[config.mk]
export PLATFORM = sky130hd
export DESIGN_NAME = frame_burst_ctrl_flat
export DESIGN_NICKNAME = d
export VERILOG_FILES = /design/src/rtl/frame_burst_ctrl_pkg.sv /design/src/rtl/frame_burst_ctrl_if.sv /design/src/rtl/frame_burst_ctrl_burst_chan.sv /design/src/rtl/frame_burst_ctrl.sv /design/src/flat_wrapper.sv
export SDC_FILE = /design/constraint.sdc
export NUM_CORES = 1
export LEC_CHECK = 0
export CAP_MARGIN = 20
export CORE_MARGIN = 2
export CORE_UTILIZATION = 57
export CTS_BUF_LIST = sky130_fd_sc_hd__clkbuf_8 sky130_fd_sc_hd__clkbuf_16
export DETAILED_ROUTE_END_ITERATION = 6
export GPL_ROUTABILITY_DRIVEN = 0
export PLACE_DENSITY = 0.85
export SYNTH_ARGS = -nofsm -noshare
export SYNTH_HDL_FRONTEND = slang
export SYNTH_SLANG_ARGS = --single-unit
export TNS_END_PERCENT = 10
[constraint.sdc]
create_clock -name ACLK -period 6.05 [get_ports ACLK]
set_clock_uncertainty 0.05 [all_clocks]
set_input_delay 0.605 -clock ACLK [delete_from_list [all_inputs] [get_ports ACLK]]
set_output_delay 0.605 -clock ACLK [all_outputs]
set_load 0.01 [all_outputs]
[src/rtl/frame_burst_ctrl_pkg.sv]
// Shared definitions for the frame burst controller: channel FSM encoding,
// bus beat width and buffer address helper.
package frame_burst_ctrl_pkg;

  typedef enum logic [1:0] {
    ST_IDLE = 2'd0,
    ST_REQ  = 2'd1,
    ST_BUSY = 2'd2,
    ST_DONE = 2'd3
  } chan_state_t;

  localparam int unsigned BEAT_BYTES = 32;

  function automatic logic [31:0] buf_base_addr(input logic [31:0] base,
                                                 input logic [31:0] stride,
                                                 input logic        sel);
    return sel ? (base + stride) : base;
  endfunction

endpackage

[src/rtl/frame_burst_ctrl_if.sv]
// Request/response and status signals between the frame burst controller
// and the AXI burst master / FIFO side.
interface frame_burst_ctrl_if;

  logic        WR_FRAME_SYNC;
  logic        RD_FRAME_SYNC;
  logic [9:0]  WR_FIFO_LEVEL;
  logic [9:0]  RD_FIFO_LEVEL;
  logic        WR_START;
  logic [31:0] WR_ADRS;
  logic [31:0] WR_LEN;
  logic        WR_DONE;
  logic        RD_START;
  logic [31:0] RD_ADRS;
  logic [31:0] RD_LEN;
  logic        RD_DONE;
  logic        MASTER_RST;

  modport master (
    input  WR_FRAME_SYNC, RD_FRAME_SYNC, WR_FIFO_LEVEL, RD_FIFO_LEVEL,
           WR_DONE, RD_DONE,
    output WR_START, WR_ADRS, WR_LEN, RD_START, RD_ADRS, RD_LEN, MASTER_RST
  );

  modport slave (
    output WR_FRAME_SYNC, RD_FRAME_SYNC, WR_FIFO_LEVEL, RD_FIFO_LEVEL,
           WR_DONE, RD_DONE,
    input  WR_START, WR_ADRS, WR_LEN, RD_START, RD_ADRS, RD_LEN, MASTER_RST
  );

endinterface

[src/rtl/frame_burst_ctrl_burst_chan.sv]
// One burst channel: request FSM, frame address/byte counter and deferred
// frame-sync handling. The FIFO-level trigger is supplied by the parent.
module burst_chan
  import frame_burst_ctrl_pkg::*;
#(
  parameter int unsigned BURST_BYTES = 2048,
  parameter int unsigned FRAME_BYTES = 8294400,
  parameter logic [31:0] BUF_BASE    = 32'h0000_0000,
  parameter logic [31:0] BUF_STRIDE  = 32'h0080_0000
) (
  input  logic        clk,
  input  logic        rst_n,
  input  logic        i_sync,
  input  logic        i_sync_buf,
  input  logic        i_level_ok,
  input  logic        i_done,
  output logic        o_start,
  output logic [31:0] o_adrs,
  output logic        o_buf,
  output logic        o_frame_done
);

  localparam logic [31:0] BURST_L = 32'(BURST_BYTES);
  localparam logic [31:0] FRAME_L = 32'(FRAME_BYTES);

  chan_state_t r_state;
  chan_state_t w_state_next;
  logic        r_buf;
  logic        r_armed;
  logic        r_pending;
  logic [31:0] r_addr;
  logic [31:0] r_count;
  logic [31:0] r_adrs;
  logic [31:0] w_count_acc;
  logic        w_fire;
  logic        w_apply_sync;

  assign w_count_acc  = r_count + BURST_L;
  assign w_fire       = r_armed && (r_count < FRAME_L) && i_level_ok;
  // A sync is taken at once in IDLE, otherwise held until DONE retires the burst.
  assign w_apply_sync = ((r_state == ST_IDLE) && i_sync) ||
                        ((r_state == ST_DONE) && (r_pending || i_sync));

  always_ff @(posedge clk or negedge rst_n) begin
    if (!rst_n) r_state <= ST_IDLE;
    else        r_state <= w_state_next;
  end

  always_comb begin
    w_state_next = r_state;
    case (r_state)
      ST_IDLE: if (!i_sync && w_fire) w_state_next = ST_REQ;
      ST_REQ:  w_state_next = ST_BUSY;
      ST_BUSY: if (i_done) w_state_next = ST_DONE;
      ST_DONE: w_state_next = ST_IDLE;
      default: w_state_next = ST_IDLE;
    endcase
  end

  always_comb begin
    o_start      = (r_state == ST_REQ);
    o_frame_done = (r_state == ST_DONE) && (w_count_acc == FRAME_L);
  end

  assign o_adrs = r_adrs;
  assign o_buf  = r_buf;

  always_ff @(posedge clk or negedge rst_n) begin
    if (!rst_n) begin
      r_buf     <= 1'b0;
      r_armed   <= 1'b0;
      r_pending <= 1'b0;
      r_addr    <= BUF_BASE;
      r_count   <= 32'd0;
      r_adrs    <= BUF_BASE;
    end else begin
      if (w_apply_sync)  r_pending <= 1'b0;
      else if (i_sync)   r_pending <= 1'b1;

      if (r_state == ST_DONE) begin
        r_addr  <= r_addr + BURST_L;
        r_count <= w_count_acc;
        if (w_count_acc == FRAME_L) r_armed <= 1'b0;
      end

      // Placed after the DONE accounting so a coincident sync wins.
      if (w_apply_sync) begin
        r_buf   <= i_sync_buf;
        r_addr  <= buf_base_addr(BUF_BASE, BUF_STRIDE, i_sync_buf);
        r_count <= 32'd0;
        r_armed <= 1'b1;
      end

      if ((r_state == ST_IDLE) && (w_state_next == ST_REQ)) r_adrs <= r_addr;
    end
  end

endmodule

[src/rtl/frame_burst_ctrl.sv]
// Double-buffered frame burst controller: independent write and read burst
// channels, write/read buffer ping-pong and a one-cycle master reset pulse.
module frame_burst_ctrl
  import frame_burst_ctrl_pkg::*;
#(
  parameter int unsigned BURST_BYTES = 2048,
  parameter int unsigned FRAME_BYTES = 8294400,
  parameter logic [31:0] BUF_BASE    = 32'h0000_0000,
  parameter logic [31:0] BUF_STRIDE  = 32'h0080_0000,
  parameter int unsigned FIFO_DEPTH  = 512
) (
  input  logic               ACLK,
  input  logic               ARESETN,
  frame_burst_ctrl_if.master bus
);

  localparam int unsigned BURST_BEATS  = BURST_BYTES / BEAT_BYTES;
  localparam logic [31:0] WR_MIN_LEVEL = 32'(BURST_BEATS);
  localparam logic [31:0] RD_MAX_LEVEL = 32'(FIFO_DEPTH - BURST_BEATS);

  // Channel index 0 is write, 1 is read.
  logic [1:0]  w_sync;
  logic [1:0]  w_sync_buf;
  logic [1:0]  w_level_ok;
  logic [1:0]  w_done;
  logic [1:0]  w_start;
  logic [1:0]  w_buf;
  logic [1:0]  w_frame_done;
  logic [31:0] w_adrs [2];
  logic        w_unused_rd;

  logic        r_done_buf;
  logic        r_init;
  logic        r_master_rst;

  assign w_sync        = {bus.RD_FRAME_SYNC, bus.WR_FRAME_SYNC};
  assign w_done        = {bus.RD_DONE, bus.WR_DONE};
  assign w_level_ok[0] = ({22'd0, bus.WR_FIFO_LEVEL} >= WR_MIN_LEVEL);
  assign w_level_ok[1] = ({22'd0, bus.RD_FIFO_LEVEL} <= RD_MAX_LEVEL);
  // Writer ping-pongs; reader always picks up the last completed frame.
  assign w_sync_buf    = {r_done_buf, ~w_buf[0]};

  generate
    for (genvar gi = 0; gi < 2; gi++) begin : g_chan
      burst_chan #(
        .BURST_BYTES (BURST_BYTES),
        .FRAME_BYTES (FRAME_BYTES),
        .BUF_BASE    (BUF_BASE),
        .BUF_STRIDE  (BUF_STRIDE)
      ) u_chan (
        .clk          (ACLK),
        .rst_n        (ARESETN),
        .i_sync       (w_sync[gi]),
        .i_sync_buf   (w_sync_buf[gi]),
        .i_level_ok   (w_level_ok[gi]),
        .i_done       (w_done[gi]),
        .o_start      (w_start[gi]),
        .o_adrs       (w_adrs[gi]),
        .o_buf        (w_buf[gi]),
        .o_frame_done (w_frame_done[gi])
      );
    end
  endgenerate

  assign w_unused_rd = w_buf[1] ^ w_frame_done[1];

  assign bus.WR_START   = w_start[0];
  assign bus.WR_ADRS    = w_adrs[0];
  assign bus.WR_LEN     = 32'(BURST_BYTES);
  assign bus.RD_START   = w_start[1];
  assign bus.RD_ADRS    = w_adrs[1];
  assign bus.RD_LEN     = 32'(BURST_BYTES);
  assign bus.MASTER_RST = r_master_rst;

  always_ff @(posedge ACLK or negedge ARESETN) begin
    if (!ARESETN)             r_done_buf <= 1'b0;
    else if (w_frame_done[0]) r_done_buf <= w_buf[0];
  end

  always_ff @(posedge ACLK or negedge ARESETN) begin
    if (!ARESETN) begin
      r_init       <= 1'b0;
      r_master_rst <= 1'b0;
    end else begin
      r_init       <= 1'b1;
      r_master_rst <= ~r_init;
    end
  end

endmodule

[src/flat_wrapper.sv]
// flat-port wrapper written by rule: the top's interface ports become plain ports
module frame_burst_ctrl_flat import frame_burst_ctrl_pkg::*;
#(
  parameter int unsigned BURST_BYTES = 2048,
  parameter int unsigned FRAME_BYTES = 8294400,
  parameter logic [31:0] BUF_BASE    = 32'h0000_0000,
  parameter logic [31:0] BUF_STRIDE  = 32'h0080_0000,
  parameter int unsigned FIFO_DEPTH  = 512
)
  (ACLK, ARESETN, bus_WR_FRAME_SYNC, bus_RD_FRAME_SYNC, bus_WR_FIFO_LEVEL, bus_RD_FIFO_LEVEL, bus_WR_DONE, bus_RD_DONE, bus_WR_START, bus_WR_ADRS, bus_WR_LEN, bus_RD_START, bus_RD_ADRS, bus_RD_LEN, bus_MASTER_RST);
  frame_burst_ctrl_if bus_i ();
  input  logic ACLK;
  input  logic ARESETN;
  input wire logic [$bits(bus_i.WR_FRAME_SYNC)-1:0] bus_WR_FRAME_SYNC;
  input wire logic [$bits(bus_i.RD_FRAME_SYNC)-1:0] bus_RD_FRAME_SYNC;
  input wire logic [$bits(bus_i.WR_FIFO_LEVEL)-1:0] bus_WR_FIFO_LEVEL;
  input wire logic [$bits(bus_i.RD_FIFO_LEVEL)-1:0] bus_RD_FIFO_LEVEL;
  input wire logic [$bits(bus_i.WR_DONE)-1:0] bus_WR_DONE;
  input wire logic [$bits(bus_i.RD_DONE)-1:0] bus_RD_DONE;
  output wire logic [$bits(bus_i.WR_START)-1:0] bus_WR_START;
  output wire logic [$bits(bus_i.WR_ADRS)-1:0] bus_WR_ADRS;
  output wire logic [$bits(bus_i.WR_LEN)-1:0] bus_WR_LEN;
  output wire logic [$bits(bus_i.RD_START)-1:0] bus_RD_START;
  output wire logic [$bits(bus_i.RD_ADRS)-1:0] bus_RD_ADRS;
  output wire logic [$bits(bus_i.RD_LEN)-1:0] bus_RD_LEN;
  output wire logic [$bits(bus_i.MASTER_RST)-1:0] bus_MASTER_RST;
  assign bus_i.WR_FRAME_SYNC = bus_WR_FRAME_SYNC;
  assign bus_i.RD_FRAME_SYNC = bus_RD_FRAME_SYNC;
  assign bus_i.WR_FIFO_LEVEL = bus_WR_FIFO_LEVEL;
  assign bus_i.RD_FIFO_LEVEL = bus_RD_FIFO_LEVEL;
  assign bus_i.WR_DONE = bus_WR_DONE;
  assign bus_i.RD_DONE = bus_RD_DONE;
  assign bus_WR_START = bus_i.WR_START;
  assign bus_WR_ADRS = bus_i.WR_ADRS;
  assign bus_WR_LEN = bus_i.WR_LEN;
  assign bus_RD_START = bus_i.RD_START;
  assign bus_RD_ADRS = bus_i.RD_ADRS;
  assign bus_RD_LEN = bus_i.RD_LEN;
  assign bus_MASTER_RST = bus_i.MASTER_RST;
  frame_burst_ctrl #(.BURST_BYTES(BURST_BYTES), .FRAME_BYTES(FRAME_BYTES), .BUF_BASE(BUF_BASE), .BUF_STRIDE(BUF_STRIDE), .FIFO_DEPTH(FIFO_DEPTH)) u_core (.ACLK(ACLK), .ARESETN(ARESETN), .bus(bus_i));
endmodule
======== After elaboration in Yosys (flattened, before gate mapping) ========
Index checks and enable logic that the tools add are counted.
operators by class
  add/sub/neg operators ................... 4
  $mul .................................... 0
  div/mod/pow operators ................... 0
  magnitude comparators ................... 4
  equality and inequality tests ........... 10
  shift-type cells ........................ 0
  multiplexer cells ....................... 26
  bitwise operators ....................... 2
  reduce and logical (&&, ||, !) cells .... 29
operator list
  kind                                                                      number
  32-bit 2-to-1 mux                                                         8
  32-bit by 12-bit adder with 32-bit output (second input constant)         4
  32-bit by 23-bit equality test with 1-bit output (second input constant)  2
  32-bit by 23-bit < comparator with 1-bit output (second input constant)   2
  24-bit 2-to-1 mux                                                         2
  2-bit one-hot mux with 4 select lines                                     2
  1-bit logical AND                                                         13
  2-bit nonzero test                                                        6
  10-bit by 7-bit >= comparator with 1-bit output (second input constant)   1
  10-bit by 9-bit <= comparator with 1-bit output (second input constant)   1
  1-bit 2-to-1 mux                                                          10
  2-bit by 1-bit equality test with 1-bit output (second input constant)    4
  2-bit equality test (second input constant)                               4
  2-bit 2-to-1 mux                                                          4
  2-bit logical NOT                                                         2
  1-bit logical OR                                                          4
  2-bit AND reduction                                                       2
  1-bit logical NOT                                                         2
  1-bit inverter                                                            2
word-level totals
  register bits after elaboration ......... 204
  bits in latches ......................... 0
  bits in writable memories ............... 0
  memory bits (read-only) ................. 0
  logic and storage cells ................. 91
  memories ................................ 0

======== Logic depth before layout (Yosys ltp) ========
Gate-level depths: netlist of the first run.
  depth after elaboration ................. 8
  depth in mapped cells ................... 10

======== Modules after synthesis ========
A second synthesis of the first run with hierarchy kept.
second synthesis, totals
  cell total of the unflattened synthesis .. 807
  area total of the unflattened synthesis .. 8,119.0 um^2
by module, submodules not included
  module            instances  cells an instance  area an instance (um^2)  seq. area each (um^2)
  burst_chan        2          365                3,752.3                  1,701.6
  frame_burst_ctrl  1          77                 614.3                    75.1

======== Least setup slack after synthesis of the first run ========
Ideal clock, no wire load.
  path type ............................... register to register
  start point ............................. register u_core.g_chan[0].u_chan.r_count[11]
  end point ............................... register u_core.r_done_buf
  data arrival time ....................... 2.420 ns
  setup slack ............................. 3.455 ns
  cell stages (with the launch flop) ...... 10
  period minus slack after synthesis ...... 2.595 ns
  path through ............................ dfrtp_1 > ha_1 > buf_2 > nand3_2 > nor4_4 > mux2_1 > o21ai_1 > nand4_1 > nor4b_2 > mux2_4
between the ends
  longest elaborated chain between the ends .. 3
RTL lines
  item                                              RTL line                           text
  start, declared                                   frame_burst_ctrl_burst_chan.sv:32  logic [31:0] r_count;
  start signal, assigned                            frame_burst_ctrl_burst_chan.sv:82  r_count <= w_count_acc;
  32-bit by 12-bit adder with 32-bit output         frame_burst_ctrl_burst_chan.sv:38  assign w_count_acc = r_count + BURST_L;
  32-bit by 23-bit equality test with 1-bit output  frame_burst_ctrl_burst_chan.sv:62  o_frame_done = (r_state == ST_DONE) && (w_count_acc == FRAME_L);
  1-bit logical AND                                 frame_burst_ctrl_burst_chan.sv:62
  end signal, assigned                              frame_burst_ctrl.sv:77             else if (w_frame_done[0]) r_done_buf <= w_buf[0];
  end, declared                                     frame_burst_ctrl.sv:32             logic r_done_buf;
Every way passes these cells.
A chain may end at the register's enable or synchronous reset.

======== Worst setup path after layout of the first run ========
Same ends and word-level chain as after synthesis.

==> results.md, run 1 <==
- Synthesized flop and latch total: ~140
- Drt wl/cell: around 15 um
- Clock latency on the worst-skew pair: around 0.42 ns
- Slew @ Worst Pin: ~0.8 ns
- Io pins: roughly 160
- Slew Viols, Final: 0
- Clock root cell: clkbuf_16
- Buffers on Ports: 64
- Area post-placement: 8280 um^2
- CP endpoint kind: flop
- CP required: 6.30 ns
- Initial Util: between 50% and 60%
- Final Worst Setup Slack: around 2.9 ns
- RSZ-0062 raised after global routing: false
- Seq/Total Area, Yosys: between 40% and 50%
- Synth area leaders: dfrtp_1, buf_4, mux2_4
- Post-route cell area: between 8000 and 9000 um^2
- Post-CTS Setup Bufs: 0
- TritonRoute pass-1 iters: 5
- Synth Cell Area: ~7900 um^2
- Crit Path Max Fanout: 10
- Synthesized instance count: 801
- Distinct cells, synth: between 60 and 70
- Vias in the first global route: between 5,000 and 6,000
- DIE AREA: around 15,000 um^2
- Iteration-0 DRC Markers: roughly 530
- Post-route ant nets: 0
- Status: finished clean
- Initial antenna violation count: 0
- CP Class: flop to flop
- VDD IR max: 0.227 mV
- DR vias: 5,884
- Drt drc: 0
- Via/cell ratio: ~5.6
- Synthesis-to-layout area growth: 12.7%
- Ratio of cells with drive above 1 in the final layout: between 10 and 15%
- Minimum clock period: around 3.2 ns
- Area leader, netlist: dfrtp_1
- GRT Resource Usage Total: 21.9%
- CP Launch Type: flop
- Leakage: slightly above 4 nW
- # diodes: 0
- CORE AREA: roughly 13,000 um^2
- Post-route setup TNS: 0 ns
- Endpoints failing setup: 0
- Final core area utilization: 66.3%
- Data arrival, critical path: between 3 and 4 ns
- CTS tree: built
- Hold Crit Class: input port to asynchronous set/reset pin
- Syn. warnings: 0
- Largest net degree at the start of global routing: 80
- Synth cell count leaders: dfrtp_1, buf_4, nand2_1
- Clock Path Buffers: 2
- Worst rel slew slack: a little under half
- Post-synth top flop: dfrtp_1
- Total CTS buffers: 17
- Total grt overflow: 0
- CTS clk-pin slew, worst paths: 0.06 ns
- Hold buffer count at cts: 0
- FP Rows: 42
- Fin nets: 893
- H-Tree Depth: 4
- Clock sink count: around 140
- Ys async rst share: 100%
- HPWL Detailed: between 10,000 and 15,000 um
- Final WL: around 16,000 um
- Global-route wire length before repair: 26,200 um
- Post-Syn Area per Cell: just under 10 um^2
- Number of synthesized flops with an enable pin: 0
- Top-area cell type share of the netlist area: between 40 and 50%
- Max Freq: 313 MHz
- Die Span Y: 122 um
- Final hold violation count: 0
- Most frequent cell after synthesis: dfrtp_1
- Final Cycle Share: 52.7%
- Die width: 122 um
- Dpl ws: 2.80 ns
- CTS resizes: 0
- PD cells: between 300 and 400 nW/um^2
- Maxcap violations: 0
==> area by class of cell <==
type / instances / area, um^2
inverter: 8 / 30.0
tap: 176 / 220
clock inverter: 13 / 143
sequential: 138 / 3450
multi-input combinational: 618 / 3900
clock buffer: 19 / 453
fill: 986 / 4510
timing repair buffer: 70 / 691
==> worst max-delay path: stages, from the launching register on <==
cell and delay [ns]:
dfrtp_1 0.46, ha_1 0.42, nand3_2 0.24, nor4_4 0.43
mux2_1 0.36, o21ai_1 0.14, nand4_1 0.17, nor4b_2 0.47
mux2_4 0.33
==> worst paths after layout <==
| path | slack [ns] | to | start | cells after the start |
|---|---|---|---|---|
| max | 2.86 | u_core.r_done_buf | u_core.g_chan[0].u_chan.r_count[11] | 8 |
| min | 0.16 | u_core.g_chan[0].u_chan.o_adrs[17] | ARESETN | 1 |
| max reg2reg | 2.86 | u_core.r_done_buf | u_core.g_chan[0].u_chan.r_count[11] | 8 |
| min reg2reg | 0.36 | u_core.bus.MASTER_RST | u_core.r_init | 1 |
| max in group asynchronous | 4.56 | u_core.g_chan[0].u_chan.r_count[16] | ARESETN | 2 |
| min in group ACLK | 0.36 | u_core.bus.MASTER_RST | u_core.r_init | 1 |
==> where the power goes <==
part	leakage (nW)	switching (mW)	total, mW	internal, mW
logic	1.91	0.413	0.674	0.261
clock network	0.284	0.404	1.03	0.631
registers	1.89	0.0701	1.06	0.995
total	4.08	0.887	2.77	1.89
==> stage by stage <==
stage	hold slack [ns]	total power [mW]	instances
CTS	0.189	2.77	1041
global placement	0.321	1.72	1009
detailed placement	0.354	1.73	1009
floorplan	0.259	1.58	886
global route	0.234	2.91	1042
finish	0.159	2.77	1042
==> logic make-up (layout without fill, tap and decap cells) <==
group           count (synthesis)  count (layout)  synth area share [%]
compound gates                148             148                  11.1
fa+ha+maj                      14              14                  2.22
other cells                     2              87                0.0952
mux                            44              44                  8.23
simple gates                  284             284                  19.1
xor+xnor                       41              41                  4.65
flops                         138             138                  43.8
buf+inv                       130             110                  10.9
==> flip-flops by register name (all words and copies together), names as in the netlist <==
register                        cells
u_core.g_chan.u_chan.o_buf          1
u_core.r_done_buf                   1
u_core.g_chan.u_chan.r_state        4
u_core.g_chan.u_chan.o_adrs        42
u_core.g_chan.u_chan.r_pending      2
u_core.g_chan.u_chan.r_addr        42
u_core.g_chan.u_chan.r_armed        2
u_core.bus.MASTER_RST               1
u_core.r_init                       1
u_core.g_chan.u_chan.r_count       42
==> per-layer routing <==
metal  part of all wire [%]  track usage [%]
met5                      0                0
met4                    1.2             7.33
met3                    5.5             3.89
met2                     51             37.0
met1                     43             28.7
==> layout by cell type, fill, tap and decap left out, drive strengths merged, types with 4 or more instances in the layout <==
cell / count
nor3b: 6
a21oi: 22
and3: 20
buf: 7
or3: 8
inv: 12
nor2: 61
a31oi: 9
nand4: 27
nand3: 29
a21o: 5
nand2b: 6
clkinvlp: 4
conb: 87
and4: 5
clkdlybuf4s50: 63
o21ai: 78
ha: 14
nand2: 84
mux2: 44
nor3: 9
o31ai: 14
clkbuf: 19
dfrtp: 138
xnor2: 13
and2: 5
nor4: 10
xor2: 28
Power figures use the tool's default switching activity.
==> run 2, diff against run 1 <==
--- a/config.mk
+++ b/config.mk
@@ -7,11 +7,11 @@
 export LEC_CHECK = 0
 export CAP_MARGIN = 20
 export CORE_MARGIN = 2
-export CORE_UTILIZATION = 57
+export CORE_UTILIZATION = 52
 export CTS_BUF_LIST = sky130_fd_sc_hd__clkbuf_8 sky130_fd_sc_hd__clkbuf_16
 export DETAILED_ROUTE_END_ITERATION = 6
 export GPL_ROUTABILITY_DRIVEN = 0
-export PLACE_DENSITY = 0.85
+export PLACE_DENSITY = 0.78
 export SYNTH_ARGS = -nofsm -noshare
 export SYNTH_HDL_FRONTEND = slang
 export SYNTH_SLANG_ARGS = --single-unit
==> constraint.sdc (replaced) <==
create_clock -name ACLK -period 3.2 [get_ports ACLK]
set_clock_uncertainty 0.05 [all_clocks]
set_input_delay 0.32 -clock ACLK [delete_from_list [all_inputs] [get_ports ACLK]]
set_output_delay 0.32 -clock ACLK [all_outputs]
set_load 0.01 [all_outputs]
==> results.md, run 2 (synthesis results as in run 1) <==
- CP required: 3.45 ns (was 6.30 ns)
- Comb pwr share: 24.2% (was 24.3%)
- Total CTS buffers: 17 (unchanged)
- Vias in the first global route: 5,367 (was 5,489)
- Reg power frac: 36.8% (was 38.4%)
- Slew Viols, Final: 0 (unchanged)
- Filler cells: 1,209 (was 986)
- Clock root cell: clkbuf_16 (unchanged)
- GRT Resource Usage Total: 19.6% (was 21.9%)
- Commonest non-fill, non-tap cells in the layout: dfrtp_1, conb_1, nand2_1 (unchanged)
- Final Cycle Share: 88.5% (was 52.7%)
- Fin nets: 900 (was 893)
- Initial Util: 52.5% (was 58.9%)
- Switching share of power: 31.8% (was 32.0%)
- FP Rows: 45 (was 42)
- H-Tree Depth: 4 (unchanged)
- Post-CTS Setup Bufs: 0 (unchanged)
- CP Class: flop to flop (unchanged)
- CTS tree: built (unchanged)
- TritonRoute pass-1 iters: 5 (unchanged)
- Clock Path Buffers: 2 (unchanged)
- CP endpoint kind: flop (unchanged)
- Post-route ant nets: 0 (unchanged)
- Leakage: 4.15 nW (was 4.08 nW)
- VDD IR max: 0.448 mV (was 0.227 mV)
- Total grt overflow: 0 (unchanged)
- # diodes: 0 (unchanged)
- Final core area utilization: 60.0% (was 66.3%)
- Worst rel slew slack: 41.7% (was 45.9%)
- PD cells: 607 nW/um^2 (was 312 nW/um^2)
- Ratio of cells with drive above 1 in the final layout: 12.0% (was 11.4%)
- Io pins: 157 (unchanged)
- CORE AREA: 15,000 um^2 (was 13,400 um^2)
- DIE AREA: 16,200 um^2 (was 14,800 um^2)
- Slew @ Worst Pin: 0.872 ns (was 0.809 ns)
- DR vias: 5,835 (was 5,884)
- Post-route cell area: 9020 um^2 (was 8890 um^2)
- Final Worst Setup Slack: 0.368 ns (was 2.86 ns)
- FF-to-FF setup slack: 0.37 ns (was 2.86 ns)
- Maxcap violations: 0 (unchanged)
- RSZ-0062 raised after global routing: false (unchanged)
- CTS clk-pin slew, worst paths: 0.06 ns (about the same)
- Iteration-0 DRC Markers: 462 (was 534)
- Global-route wire length before repair: 26,000 um (was 26,200 um)
- Dpl ws: 0.416 ns (was 2.80 ns)
- Final hold violation count: 0 (unchanged)
- Minimum clock period: 2.83 ns (was 3.19 ns)
- Final WL: 15,500 um (was 15,800 um)
- Clock sink count: 138 (unchanged)
- Layout Cells excl Fill: 1,061 (was 1,042)
- Buffers on Ports: 64 (unchanged)
- HPWL Detailed: 10,200 um (was 10,100 um)
- Multi-input combinational cell area: 3900 um^2 (unchanged)
- Sequential cell area: 3450 um^2 (unchanged)
- Synthesis-to-layout area growth: 14.4% (was 12.7%)
- Data arrival, critical path: 3.08 ns (was 3.44 ns)
- Hold Crit Class: flop to flop (was input port to asynchronous set/reset pin)
- Initial antenna violation count: 0 (unchanged)
- Placed Instances: 1,028 (was 1,009)
- Switch Pwr: 1.74 mW (was 0.887 mW)
- Clock latency on the worst-skew pair: 0.42 ns (about the same)
- Drt wl/cell: 14.7 um (was 15.2 um)
- Drt drc: 0 (unchanged)
- Post-route setup TNS: 0 ns (unchanged)
- Clock share of power: 39.0% (was 37.3%)
- Via/cell ratio: 5.50 (was 5.65)
- Max Freq: 353 MHz (was 313 MHz)
- Die width: 127 um (was 122 um)
- Int Power: 3.74 mW (was 1.89 mW)
- Status: finished clean (unchanged)
- Die Span Y: 127 um (was 122 um)
- Endpoints failing setup: 0 (unchanged)
- Crit Path Max Fanout: 10 (unchanged)
- CTS resizes: 0 (unchanged)
- Largest net degree at the start of global routing: 81 (was 80)
- Area post-placement: 8370 um^2 (was 8280 um^2)
- CP Launch Type: flop (unchanged)
- Most common cell after layout, fill and taps aside: dfrtp_1 (unchanged)
## run 2: cell types whose count changed in the layout (fill, tap and decap cells not counted)
cell | before | now
buf_12 | 0 | 2
dlygate4sd3_1 | 0 | 1
inv_6 | 3 | 4
inv_8 | 0 | 2
buf_6 | 2 | 1
clkinvlp_4 | 4 | 2
buf_4 | 5 | 10
clkinv_2 | 1 | 0
bufinv_16 | 2 | 4
clkbuf_8 | 2 | 0
## run 2: path summary, 6_finish.rpt
path                                                startpoint                            endpoint  cells past startpoint
setup / recovery           u_core.g_chan[0].u_chan.r_count[11]                   u_core.r_done_buf                      8
hold / removal                                   u_core.r_init               u_core.bus.MASTER_RST                      1
setup reg to reg           u_core.g_chan[0].u_chan.r_count[11]                   u_core.r_done_buf                      8
hold reg to reg                                  u_core.r_init               u_core.bus.MASTER_RST                      1
max in group asynchronous                              ARESETN   u_core.g_chan[1].u_chan.r_pending                      3
min in group asynchronous                              ARESETN  u_core.g_chan[0].u_chan.o_adrs[13]                      2
## run 2: power by group through the flow
stage	Clock [mW]	Combinational [mW]	Sequential (mW)
CTS	2.16	1.32	2.01
global placement	0	1.28	2.04
finish	2.14	1.32	2.01
floorplan	0	0.958	2.02
global route	2.23	1.45	2.04
detailed placement	0	1.30	2.04
## run 2: timing repair
action                                  in CTS  in global routing
hold buffers                                 1                  0
endpoints found under the hold margin       79                  0
endpoints found under the setup margin       0                  0
## run 2: worst max-delay path, cell delays in order (launching register included)
cell and delay [ns]:
dfrtp_1 0.46, ha_1 0.40, nand3_2 0.21, nor4_4 0.28, mux2_1 0.34, o21ai_1 0.13, nand4_1 0.17, nor4b_2 0.35
mux2_4 0.32
## run 2: cell type report
cell class | instances | share of cell area (%)
Clock buffer | 17 | 4.72
Clock inverter | 15 | 2.37
Inverter | 8 | 0.333
Multi-Input combinational cell | 618 | 43.2
Sequential cell | 138 | 38.3
Tap cell | 188 | 2.61
Timing Repair Buffer | 77 | 8.50
## run 2: routing by layer
metal	share of wire, %	wire, um	up-vias	global-route usage (%)
met4	1.4	213	0	7.24
li1	-	-	2771	-
met5	0	0	-	0
met3	4.1	644	19	3.14
met2	48	7510	188	32.0
met1	46	7180	2857	26.6
## run 2: metrics by stage
| stage | total power, mW | hold slack, ns |
|---|---|---|
| 4_1_cts | 5.49 | 0.337 |
| 2_1_floorplan | 2.98 | -0.0256 |
| 3_3_place_gp | 3.32 | 0.322 |
| 6_report | 5.48 | 0.338 |
| 5_1_grt | 5.72 | 0.369 |
| 3_5_place_dp | 3.34 | 0.330 |
==> run 3, diff against run 2 <==
--- a/config.mk
+++ b/config.mk
@@ -6,11 +6,11 @@
 export NUM_CORES = 1
 export LEC_CHECK = 0
 export CAP_MARGIN = 20
-export CORE_MARGIN = 2
 export CORE_UTILIZATION = 52
 export CTS_BUF_LIST = sky130_fd_sc_hd__clkbuf_8 sky130_fd_sc_hd__clkbuf_16
 export DETAILED_ROUTE_END_ITERATION = 6
 export GPL_ROUTABILITY_DRIVEN = 0
+export GPL_TIMING_DRIVEN = 0
 export PLACE_DENSITY = 0.78
 export SYNTH_ARGS = -nofsm -noshare
 export SYNTH_HDL_FRONTEND = slang
==> results.md, run 3 (synthesis results as in run 1) <==
- Status: finished clean (unchanged)
- Minimum clock period: 2.99 ns (was 2.83 ns)
- RSZ-0062 raised after global routing: false (unchanged)
- Post-route ant nets: 0 (unchanged)
- Synthesis-to-layout area growth: 23.1% (was 14.4%)
- Fin nets: 1,011 (was 900)
- Buffers on Ports: 64 (unchanged)
- Drt drc: 0 (unchanged)
- Worst rel slew slack: 41.8% (was 41.7%)
- Final WL: 16,100 um (was 15,500 um)
- Dpl ws: 0.191 ns (was 0.416 ns)
- TritonRoute pass-1 iters: 7 (was 5)
- Iteration-0 DRC Markers: 667 (was 462)
- CP endpoint kind: flop (unchanged)
- Final Worst Setup Slack: 0.213 ns (was 0.368 ns)
- Data arrival, critical path: 3.24 ns (was 3.08 ns)
- # diodes: 0 (unchanged)
- Final Cycle Share: 93.4% (was 88.5%)
- Crit Path Max Fanout: 10 (unchanged)
- Layout Cells excl Fill: 1,167 (was 1,061)
- Initial Util: 53.9% (was 52.5%)
- Worst hold slack: 0.339 ns (was 0.338 ns)
- CP Class: flop to flop (unchanged)
- Final hold violation count: 0 (unchanged)
- Max Freq: 335 MHz (was 353 MHz)
- Total grt overflow: 0 (unchanged)
- Clock latency on the worst-skew pair: 0.42 ns (about the same)
- FP Rows: 44 (was 45)
- VDD IR max: 0.392 mV (was 0.448 mV)
- Largest net degree at the start of global routing: 71 (was 81)
- Commonest non-fill, non-tap cells in the layout: dfrtp_1, conb_1, buf_4 (was dfrtp_1, conb_1, nand2_1)
- Clock Path Buffers: 2 (unchanged)
- Tot Pwr: 5.41 mW (was 5.48 mW)
- Total CTS buffers: 17 (unchanged)
- HPWL Detailed: 10,800 um (was 10,200 um)
- Via/cell ratio: 5.33 (was 5.50)
- Die Span Y: 125 um (was 127 um)
- CP required: 3.45 ns (about the same)
- Slew Viols, Final: 0 (unchanged)
- Initial antenna violation count: 0 (unchanged)
- DR vias: 6,222 (was 5,835)
- Clock sink count: 138 (unchanged)
- CP Launch Type: flop (unchanged)
- Clock root cell: clkbuf_16 (unchanged)
- Ratio of cells with drive above 1 in the final layout: 19.9% (was 12.0%)
- CTS tree: built (unchanged)
- Io pins: 157 (unchanged)
- Die width: 125 um (was 127 um)
- Endpoints failing setup: 0 (unchanged)
- Maxcap violations: 0 (unchanged)
- Global-route wire length before repair: 26,800 um (was 26,000 um)
- PD cells: 557 nW/um^2 (was 607 nW/um^2)
- Leakage: 4.66 nW (was 4.15 nW)
- Most common cell after layout, fill and taps aside: dfrtp_1 (unchanged)
- Hold Crit Class: flop to flop (unchanged)
- GRT Resource Usage Total: 20.8% (was 19.6%)
- CTS resizes: 0 (unchanged)
- H-Tree Depth: 4 (unchanged)
- Slew @ Worst Pin: 0.873 ns (was 0.872 ns)
- Placed Instances: 1,135 (was 1,028)
- Vias in the first global route: 5,613 (was 5,367)
- CORE AREA: 14,600 um^2 (was 15,000 um^2)
- CTS clk-pin slew, worst paths: 0.06 ns (about the same)
- DIE AREA: 15,700 um^2 (was 16,200 um^2)
- Post-route setup TNS: 0 ns (unchanged)
- Drt wl/cell: 13.8 um (was 14.7 um)
-- run 3: timing repair --
action	4_1_cts	5_1_grt
setup buffers	0	0
endpoints found under the hold margin	68	0
setup endpoints to repair	0	1
hold buffers	1	0
-- run 3: layout make-up --
class	instances	area, um^2
fillers	1117	4930
multi-input cells	618	3900
flip-flops and latches	138	3450
plain buffers	122	827
repair buffers	66	679
clock buffers	17	425
well taps	184	230
clock inverters	14	171
inverters	8	30.0
-- run 3: path summary, 6_finish.rpt --
path | start | to | slack [ns] | cells past startpoint
worst max-delay path | u_core.g_chan[0].u_chan.r_count[11] | u_core.r_done_buf | 0.21 | 9
worst min-delay path | u_core.r_init | u_core.bus.MASTER_RST | 0.34 | 1
worst max register to register | u_core.g_chan[0].u_chan.r_count[11] | u_core.r_done_buf | 0.21 | 9
worst min register to register | u_core.r_init | u_core.bus.MASTER_RST | 0.34 | 1
max in group asynchronous | ARESETN | u_core.g_chan[0].u_chan.r_armed | 1.93 | 3
min in group asynchronous | ARESETN | u_core.g_chan[0].u_chan.o_adrs[16] | 0.42 | 2
-- run 3: critical path, cell delays in order, from the launching register on --
cell and delay (ns):
dfrtp_1 0.46, ha_1 0.17, buf_2 0.20, nand3_2 0.18, nor4_4 0.35, mux2_1 0.36, o21ai_1 0.13, nand4_1 0.18
nor4b_2 0.45, mux2_4 0.33
-- run 3: routing by layer --
layer,track usage [%],wire length [um],vias up
met5,0,0,-
met4,7.46,212,0
met3,3.38,911,20
met2,33.7,7650,240
met1,28.2,7370,2981
li1,-,-,2981
-- run 3: per-stage QoR --
| stage | area (um^2) | utilization (%) |
|---|---|---|
| 2_1_floorplan | 8210 | - |
| 3_3_place_gp | 9080 | 62.0 |
| 3_5_place_dp | 9110 | 62.2 |
| 4_1_cts | 9710 | 66.3 |
| 5_1_grt | 9710 | 66.3 |
| 6_report | 9710 | 66.3 |
-- run 3: power by group --
part           switching (mW)  internal, mW  leakage (nW)  total [mW]
clock network           0.776          1.23         0.292        2.00
registers               0.129          1.88          1.89        2.01
logic                   0.834         0.569          2.48        1.40
total                    1.74          3.68          4.66        5.41
